File: config.mk
export PLATFORM = sky130hd
export DESIGN_NAME = mux2_1
export DESIGN_NICKNAME = d
export VERILOG_FILES = /design/src/rtl/mux2_1.sv
export SDC_FILE = /design/constraint.sdc
export NUM_CORES = 1
export LEC_CHECK = 0
export CAP_MARGIN = 20
export CELL_PAD_IN_SITES_DETAIL_PLACEMENT = 1
export CELL_PAD_IN_SITES_GLOBAL_PLACEMENT = 2
export CORE_MARGIN = 10
export CORE_UTILIZATION = 23
export CTS_CLUSTER_SIZE = 14
export DETAILED_ROUTE_END_ITERATION = 6
export PLACE_DENSITY_LB_ADDON = 0.1
export REMOVE_ABC_BUFFERS = 1
export SYNTH_ARGS = -nofsm -noshare
export SYNTH_HDL_FRONTEND = slang
export SYNTH_SLANG_ARGS = --single-unit
File: constraint.sdc
create_clock -name clk -period 4 [get_ports clk]
set_clock_uncertainty 0.15 [all_clocks]
set_input_delay 0.4 -clock clk [delete_from_list [all_inputs] [get_ports clk]]
set_output_delay 0.4 -clock clk [all_outputs]
set_load 0.005 [all_outputs]
File: src/rtl/mux2_1.sv
`default_nettype none
// ============================================================================
//  Module   : mux2_1
//  Brief    : 2:1 data multiplexer with a combinational output, an
//             enable-gated registered copy of the result and of the select,
//             and a saturating counter of registered select transitions.
//  Revision : 1.0 - initial release
// ============================================================================
module mux2_1 #(
    parameter int WIDTH = 16
) (
    input  logic             clk,
    input  logic             rst,
    input  logic             en,
    input  logic [WIDTH-1:0] d0,
    input  logic [WIDTH-1:0] d1,
    input  logic             s,
    output logic [WIDTH-1:0] out,
    output logic [WIDTH-1:0] out_q,
    output logic             sel_q,
    output logic [15:0]      sel_changes
);

    localparam logic [15:0] c_CNT_MAX = 16'hFFFF;

    logic [WIDTH-1:0] w_out;
    logic [WIDTH-1:0] r_out_q;
    logic             r_sel_q;
    logic [15:0]      r_sel_changes;
    logic             w_sel_toggle;

    // Combinational select. An unknown select propagates X in simulation;
    // the X arm is unreachable for a two-state select, so synthesis reduces
    // this to "s == 1 picks d1, anything else picks d0".
    always_comb begin
        if (s == 1'b1) begin
            w_out = d1;
        end else if (s == 1'b0) begin
            w_out = d0;
        end else begin
            w_out = {WIDTH{1'bx}};
        end
    end

    // A counted transition is an enabled capture of a select that differs
    // from the one currently held.
    assign w_sel_toggle = (s != r_sel_q);

    // Output and select registers: reset wins over enable, enable=0 holds.
    always_ff @(posedge clk) begin
        if (rst) begin
            r_out_q <= '0;
            r_sel_q <= 1'b0;
        end else if (en) begin
            r_out_q <= w_out;
            r_sel_q <= s;
        end
    end

    // Saturating select-transition counter; sticks at all-ones.
    always_ff @(posedge clk) begin
        if (rst) begin
            r_sel_changes <= '0;
        end else if (en && w_sel_toggle && (r_sel_changes != c_CNT_MAX)) begin
            r_sel_changes <= r_sel_changes + 16'd1;
        end
    end

    assign out         = w_out;
    assign out_q       = r_out_q;
    assign sel_q       = r_sel_q;
    assign sel_changes = r_sel_changes;

endmodule
`default_nettype wire

; Yosys cells after proc, flatten, opt, wreduce, memory -nomap -nowiden
; Index checks and enable logic that the tools add are counted.
[word_totals]
reg_bits = 33
wordCells = 9
output_inout_bits = 49
inputBits = 36
[classes]
n_eq_ne = 2
n_mux = 1
reduce_logical = 2
add_sub_neg = 1
[op_table]
columns = cell, count
row1 = "16-bit by 1-bit adder with 16-bit output, second input constant", 1
row2 = 16-bit two-way mux, 1
row3 = "16-bit != test, second input constant", 1
row4 = 1-bit logical AND, 2
row5 = 1-bit != test, 1

; Longest topological paths before layout
; Gate-level depths: netlist of run 1.
[depth]
depth_word = 3
depth_mapped = 6
depth_no_buf = 5

; Worst setup path before layout of run 1
; No wires, ideal clock.
[synth_path]
kind = reg-to-reg
start = register r_sel_changes[0], in the netlist sel_changes[0]
end = register r_sel_changes[10], in the netlist sel_changes[10]
n_path_buf = 0
stages_incl_launch_ff = 6
path_slack_ps = 1933
arrival_time_ps = 1847
period_less_slack_ps = 2067
path_cell_list = dfxtp_1 -> ha_1 -> nand4_2 -> or4b_4 -> or4_1 -> a21oi_1
[synth_via]
elab_chain_cells = 2
word_cells_on_any_way = 3
[synth_rtl]
columns = element, line_no
row1 = from (decl), 29  ; logic [15:0] r_sel_changes;
row2 = from (signal assigned), 65  ; r_sel_changes <= r_sel_changes + 16'd1;
row3 = "parallel branches: the longest is 2 deep, another holds 16-bit by 1-bit adder with 16-bit output", --
; Parallel ways; which one is timed is not known.
; A chain may end at the register's enable or synchronous reset.

; Worst setup path in the final report of run 1
[layout_path]
start = input s
end = output out[0]
[layout_via]
elab_chain_cells = 1
[layout_rtl]
columns = element, line_no
row1 = from (decl), 17  ; input logic s,
row2 = 16-bit two-way mux, 36  ; if (s == 1'b1) begin
row3 = to (decl), 18  ; output logic [WIDTH-1:0] out,
; No other way between the ends.

==> results of run 1 <==
==> Yosys cell counts, types with 2 or more instances <==
cell / count / area (sq um)
and2_1: 2 / 12.51
o31ai_1: 9 / 67.56
nand4_1: 6 / 37.54
or3_1: 4 / 25.02
mux2i_1: 14 / 140.1
nor2_1: 22 / 82.58
or4_1: 9 / 67.56
dfxtp_1: 33 / 660.6
nand3_1: 2 / 10.01
clkbuf_1: 6 / 22.52
o21ai_0: 6 / 30.03
inv_1: 2 / 7.510
mux2_2: 17 / 191.4
nor3_1: 3 / 15.01
a21oi_1: 15 / 75.07
nand2_1: 7 / 26.28
==> power breakdown <==
| part | leakage (nW) | internal [mW] | switching, mW | total [mW] |
|---|---|---|---|---|
| sequential | 0.270 | 0.342 | 0.00815 | 0.350 |
| combinational | 0.618 | 0.0980 | 0.0529 | 0.151 |
| clock | 0.0542 | 0.156 | 0.127 | 0.283 |
==> registers in the layout, summed over array words and instances, names as in the netlist <==
register     flops
out_q           16
sel_changes     16
sel_q            1
==> through the flow <==
| stage | setup WS [ns] | utilization (%) | cell area, sq um | power [mW] |
|---|---|---|---|---|
| global route | 0.9637 | 39.05 | 2668 | 0.8303 |
| global placement | 0.9765 | 37.56 | 2566 | 0.5104 |
| CTS | 1.034 | 39.05 | 2668 | 0.8034 |
| detailed placement | 0.9621 | 37.56 | 2566 | 0.5111 |
| finish | 1.067 | 39.05 | 2668 | 0.7831 |
| floorplan | 1.933 | - | 1583 | 0.3995 |
==> final cells by class <==
type                            instances  area, sq um
Fill cell                             804         4164
Multi-Input combinational cell        130        914.6
Timing Repair Buffer                   87        863.3
Sequential cell                        33        660.6
Tap cell                               96        120.1
Clock buffer                            7        96.34
Inverter                                2        7.507
Clock inverter                          1        5.005
==> kinds of logic after synthesis <==
kind of cell | synth area share, %
AO/OA/AOI/OAI | 11.70
buffers and inverters | 3.079
XOR/XNOR | 1.001
AND/OR/NAND/NOR | 22.40
multiplexers | 20.40
adder cells (fa/ha/maj) | 0.7697
flip-flops | 40.65
==> final timing paths <==
check | slack [ns] | startpoint | end | depth (start not counted)
worst max-delay path | 1.07 | s | out[0] | 4
worst min-delay path | 0.34 | out_q[1] | out_q[1] | 2
worst max register to register | 1.63 | sel_changes[0] | sel_changes[15] | 5
worst min register to register | 0.34 | out_q[1] | out_q[1] | 2
==> critical path: stages <==
cell and delay, ns:
clkdlybuf4s50_1 0.87, buf_4 0.28, mux2_2 0.37, clkdlybuf4s50_1 0.46
==> layer usage <==
layer | vias to the layer above | wire length (microns) | global-route usage (%)
met5 | - | 0 | 0
met4 | 0 | 31 | 2.684
met3 | 2 | 908 | 8.550
met2 | 66 | 2399 | 15.23
met1 | 772 | 2522 | 11.94
li1 | 812 | - | -
==> run summary, run 1 <==
Vias in the first global route - 1810
Starting Density - 23.79%
Pin count of the biggest net entering global routing - 20
Worst Tran Pin Value - 1.071 ns
Critical path class - in -> out
Cts bufs inserted - 5
Worst Path Max Fanout - 12
Gr ovfl total - 0
Die Area - 10830 sq um
Placed wire-length estimate - 4.534 mm
Total of max-cap violations - 0
H-tree depth - 2
Ys Warns - 0
Setup Fix Bufs, Post-CTS - 0
Setup tns final - 0 ns
Asr flop ratio synth - 0%
Dpl cells - 348
Via count - 1652
Share of cells above drive strength 1 - 13.08%
Placeable Area - 6832 sq um
Seq/Total Area, Yosys - 40.65%
Library cells used by synthesis - 33
Final min period - 2.933 ns
CTS tree - built
Slew HR - 27.49%
Antenna-violating nets left - 0
Drt drc - 0
CTS clk-pin slew, worst paths - 0.07 ns
Sink Count - 33
Most common cell after layout, fill and taps aside - clkdlybuf4s50_1
Flops & latches, synth - 33
Max-slew violations - 0
Cell area after synthesis - 1625 sq um
Wire per inst - 16.47 microns
Final Hold Fails - 0
CP arrival - 2.38 ns
Drt pass-1 iters - 4
Unrepaired setup endpoints after global routing - no
Most frequent cells in the layout - clkdlybuf4s50_1, dfxtp_1, nor2_1
Initial antenna violation count - 0
Required @ worst endpoint - 3.45 ns
Synthesis-to-layout area growth - 64.13%
Syn Area/Cell - 9.341 sq um
Number of synthesized flops with an enable pin - 0
Cells after Synth - 174
Die width - 104.1 microns
Ports - 85
Via density - 4.640
Max IR drop VDD - 0.0001106 V
Tcrit/Tclk final - 73.32%
Status - finished clean
Setup crit start kind - primary input
Global-route wire length before repair - 9.494 mm
Row count - 30
Maximum clock rate - 341.0 MHz
WHS - 0.3405 ns
Final setup viols - 0
Routed WL - 5.862 mm
Chip height - 104.1 microns
Synth Flop Type - dfxtp_1
Tightest Hold Check Type - reg -> reg
Initial DRC count - 17
# diodes - 0
I/O Buffers - 84
Root buffer cell - clkbuf_8
Post-CTS Hold Fix Bufs - 0
Clk buf depth - 2
CP endpoint kind - primary output
Total GRT Usage - 10.66%
Fin nets - 296
Worst-skew pair later-pin latency - 0.28 ns
Pleak - 0.9419 nW
Post-CTS resize count - 0
PwrDens - 293.6 nW/um^2
GPL Wtd Cong - 0.6685
Non-filler cells, final - 356
Power figures use the tool's default switching activity.
==> run 2: changes to the inputs <==
Settings changed: CORE_UTILIZATION 23 to 19.
Clock period 4 ns to 2.6 ns, I/O delays scaled along.
==> run summary, run 2 (synthesis gave the netlist of run 1 again) <==
Final setup viols - 0
Worst Tran Pin Value - 0.5118 ns
Max stage delay on crit path - 0.54 ns
PwrDens - 431.4 nW/um^2
Slew HR - 65.77%
Worst-skew pair later-pin latency - 0.28 ns
Initial antenna violation count - 0
Clk network pwr share - 33.7%
Final Hold Fails - 0
Tcrit/Tclk final - 90.16%
CP arrival - 1.93 ns
Antenna-violating nets left - 0
Clk buf depth - 2
Status - finished clean
Maximum clock rate - 426.6 MHz
Starting Density - 19.68%
Gr ovfl total - 0
Global-route wire length before repair - 10.09 mm
Switch Pwr - 0.2800 mW
Setup tns final - 0 ns
Most frequent cells in the layout - clkdlybuf4s50_1, dfxtp_1, nor2_1
Chip height - 112.5 microns
Drt drc - 0
Total chip power - 1.169 mW
Total GRT Usage - 9.794%
Max IR drop VDD - 0.0001615 V
Most common cell on crit path - clkdlybuf4s50_1
GPL Wtd Cong - 0.6676
Placeable Area - 8258 sq um
Internal power - 0.8887 mW
Required @ worst endpoint - 2.19 ns
Wire per inst - 17.00 microns
Initial DRC count - 21
Row count - 33
Placed wire-length estimate - 4.921 mm
Register-to-Register Path Depth - 5
Die width - 112.5 microns
Pleak - 0.9595 nW
Buffers & Inverters on Critical Path - 3
Die Area - 12650 sq um
Critical Path Slowest Stage Cell - clkdlybuf4s50_1
Fill count - 966
CTS tree - built
Reg2reg end - sel_changes[10]
Tightest Hold Check Type - reg -> reg
Routed WL - 6.291 mm
Most common cell after layout, fill and taps aside - clkdlybuf4s50_1
Sink Count - 33
Root buffer cell - clkbuf_8
Via count - 1683
Cts bufs inserted - 5
Post-CTS Hold Fix Bufs - 0
Sw Share - 23.96%
Reg-to-reg setup timing slack - 0.40 ns
CTS clk-pin slew, worst paths - 0.07 ns
Final min period - 2.344 ns
Share of cells above drive strength 1 - 14.34%
Drt pass-1 iters - 3
H-tree depth - 2
Synthesis-to-layout area growth - 66.67%
Max-slew violations - 0
Reg2reg start - sel_changes[0]
Critical Path Start - s
Fin nets - 302
Worst path cell trace - clkdlybuf4s50_1 > buf_4 > mux2_2 > clkdlybuf4s50_1
# diodes - 0
Setup Fix Bufs, Post-CTS - 0
Total of max-cap violations - 0
Via density - 4.549
Setup crit start kind - primary input
Critical path class - in -> out
Unrepaired setup endpoints after global routing - no
Top delay family on crit path - buffers and inverters
Gate power share - 20.2%
CP endpoint kind - primary output
Pin count of the biggest net entering global routing - 20
Post-CTS resize count - 0
Worst path depth - 4
Vias in the first global route - 1868
Worst Path Max Fanout - 14
Seq pwr share - 46.1%
Ports - 85
Setup crit end - out[0]
I/O Buffers - 84
-- run 2: metrics by stage --
step                setup slack [ns]  utilization [%]  instance area [sq um]  cells  hold slack, ns
floorplan                     0.5333                -                   1583    165          0.1791
global placement              0.2411            31.76                   2623    363          0.3211
detailed placement            0.2385            31.76                   2623    363          0.3333
CTS                           0.2301            32.80                   2709    370          0.3425
global route                  0.1526            32.80                   2709    370          0.3736
finish                        0.2558            32.80                   2709    370          0.3372
-- run 2: power by group through the flow --
stage	clock (mW)	combinational [mW]	sequential [mW]
after floorplan	0	0.0644	0.550
after global placement	0	0.243	0.550
after detailed placement	0	0.242	0.550
after CTS	0.419	0.244	0.539
after global routing	0.448	0.261	0.542
final	0.394	0.236	0.539
-- run 2: worst min-delay path by stage --
stage | from | end | slack (ns) | cells after the start
after global placement | out_q[1] | out_q[1] | 0.32 | 2
after detailed placement | out_q[1] | out_q[1] | 0.33 | 2
after floorplan | rst | sel_changes[0] | 0.18 | 1
after global routing | out_q[1] | out_q[1] | 0.37 | 2
final | out_q[1] | out_q[1] | 0.34 | 2
after CTS | out_q[1] | out_q[1] | 0.34 | 2
-- run 2: cell type report --
class / instances / area (sq um) / area share, %
multi-input combinational: 130 / 914.6 / 33.76
clock buffer: 7 / 86.33 / 3.187
timing repair buffer: 93 / 908.4 / 33.53
inverter: 2 / 7.507 / 0.2771
tap: 105 / 131.4 / 4.850
sequential: 33 / 660.6 / 24.39
-- run 2: worst register-to-register path: stages (launching register included) --
cell     delay, ns
dfxtp_1       0.40
ha_1          0.24
nand4_2       0.17
or4b_4        0.55
or4_1         0.48
a21oi_1       0.14
-- run 2: per-layer routing --
layer / up-vias / wire (microns) / track usage (%)
met4: 0 / 47 / 2.538
li1: 823 / - / -
met3: 5 / 647 / 5.485
met2: 53 / 2836 / 15.45
met5: - / 0 / 0
met1: 802 / 2760 / 11.18
==> run 3: changes to the inputs <==
Settings changed: CORE_MARGIN 10 to default, CTS_CLUSTER_SIZE 14 to default, GPL_ROUTABILITY_DRIVEN from default to 0.
==> run summary, run 3 (synthesis gave the netlist of run 1 again) <==
Gr ovfl total - 0
Ports - 85
Synthesis-to-layout area growth - 66.28%
Die width - 94.49 microns
Initial DRC count - 32
Hold Path Sink - out_q[1]
Setup tns final - 0 ns
Post-CTS Hold Fix Bufs - 0
Most frequent cells in the layout - clkdlybuf4s50_1, dfxtp_1, nor2_1
Required @ worst endpoint - 2.19 ns
Post-Place Setup Slack - 0.1964 ns
Global-route wire length before repair - 8.404 mm
Most common cell after layout, fill and taps aside - clkdlybuf4s50_1
Total GRT Usage - 12.12%
Setup crit start kind - primary input
PwrDens - 424.7 nW/um^2
Status - finished clean
Initial antenna violation count - 0
Worst hold path startpoint - out_q[1]
Slew HR - 71.41%
Non-filler cells, final - 371
CTS tree - built
Setup Fix Bufs, Post-CTS - 0
Via density - 4.496
Cts bufs inserted - 5
Placeable Area - 8258 sq um
Row count - 33
Sink Count - 33
Clk buf depth - 2
Via count - 1668
Worst Path Max Fanout - 9
Max-slew violations - 0
Total of max-cap violations - 0
Placed wire-length estimate - 3.943 mm
Starting Density - 19.68%
Fin nets - 302
Routed WL - 5.196 mm
Share of cells above drive strength 1 - 13.91%
H-tree depth - 2
# diodes - 0
Reg2reg end - sel_changes[10]
Vias in the first global route - 1713
I/O Buffers - 84
Pin count of the biggest net entering global routing - 20
Tcrit/Tclk final - 88.68%
Chip height - 94.49 microns
CTS clk-pin slew, worst paths - 0.07 ns
Dpl cells - 363
Die Area - 8928 sq um
Drt drc - 0
Register-to-Register Path Depth - 5
Reg-to-reg setup timing slack - 0.39 ns
Reg2reg start - sel_changes[0]
Unrepaired setup endpoints after global routing - no
CP arrival - 1.90 ns
Drt pass-1 iters - 3
Tightest Hold Check Type - reg -> reg
Worst Tran Pin Value - 0.4275 ns
Setup slack after layout - 0.2943 ns
Post-CTS resize count - 0
Hold depth - 2
Final setup viols - 0
Wire per inst - 14.01 microns
Root buffer cell - clkbuf_8
CP endpoint kind - primary output
Critical path class - in -> out
Max IR drop VDD - 0.0001603 V
Worst-skew pair later-pin latency - 0.28 ns
Pleak - 0.9546 nW
Maximum clock rate - 433.7 MHz
Core Util, Final - 32.73%
Final min period - 2.306 ns
Antenna-violating nets left - 0
Final Hold Fails - 0
==> run 3: cell count changes in the layout (fill, tap and decap cells not counted) <==
cell | previous run | this run
clkbuf_1 | 1 | 3
clkbuf_8 | 6 | 5
==> run 3: routing by layer <==
layer | GRT usage (%) | up-vias | share of wire (%)
li1 | - | 825 | -
met5 | 0 | - | 0
met3 | 4.750 | 4 | 6.9
met4 | 3.409 | 0 | 0.89
met2 | 18.66 | 48 | 44
met1 | 15.62 | 791 | 48
==> run 3: worst max path at each step <==
stage,startpoint,to,depth (start not counted)
3_3_place_gp,s,sel_changes[10],5
4_1_cts,s,out[0],4
3_5_place_dp,s,sel_changes[10],5
6_report,s,out[0],4
2_1_floorplan,sel_changes[0],sel_changes[10],5
5_1_grt,s,out[6],4
==> run 3: per-stage QoR <==
step / instance area [sq um] / hold WS, ns / power (mW)
after floorplan: 1583 / 0.1791 / 0.6145
after global placement: 2623 / 0.3208 / 0.7864
after detailed placement: 2623 / 0.3361 / 0.7850
after CTS: 2703 / 0.3456 / 1.174
after global routing: 2703 / 0.3806 / 1.220
final: 2703 / 0.3411 / 1.148
==> run 3: critical path, cell delays in order <==
cell and delay, ns:
clkdlybuf4s50_1 0.58, buf_4 0.23, mux2_2 0.38, clkdlybuf4s50_1 0.45
==> run 3: cell type report <==
class                           instances  area [sq um]
Fill cell                             979          5555
Multi-Input combinational cell        130         914.6
Timing Repair Buffer                   93         908.4
Sequential cell                        33         660.6
Tap cell                              105         131.4
Clock buffer                            8         80.08
Inverter                                2         7.507
==> run 3: report_power, final <==
group,leakage (nW),switching [mW],internal (mW)
Sequential,0.270,0.0127,0.526
Clock,0.0395,0.187,0.190
Combinational,0.646,0.0794,0.153
Total,0.955,0.279,0.869
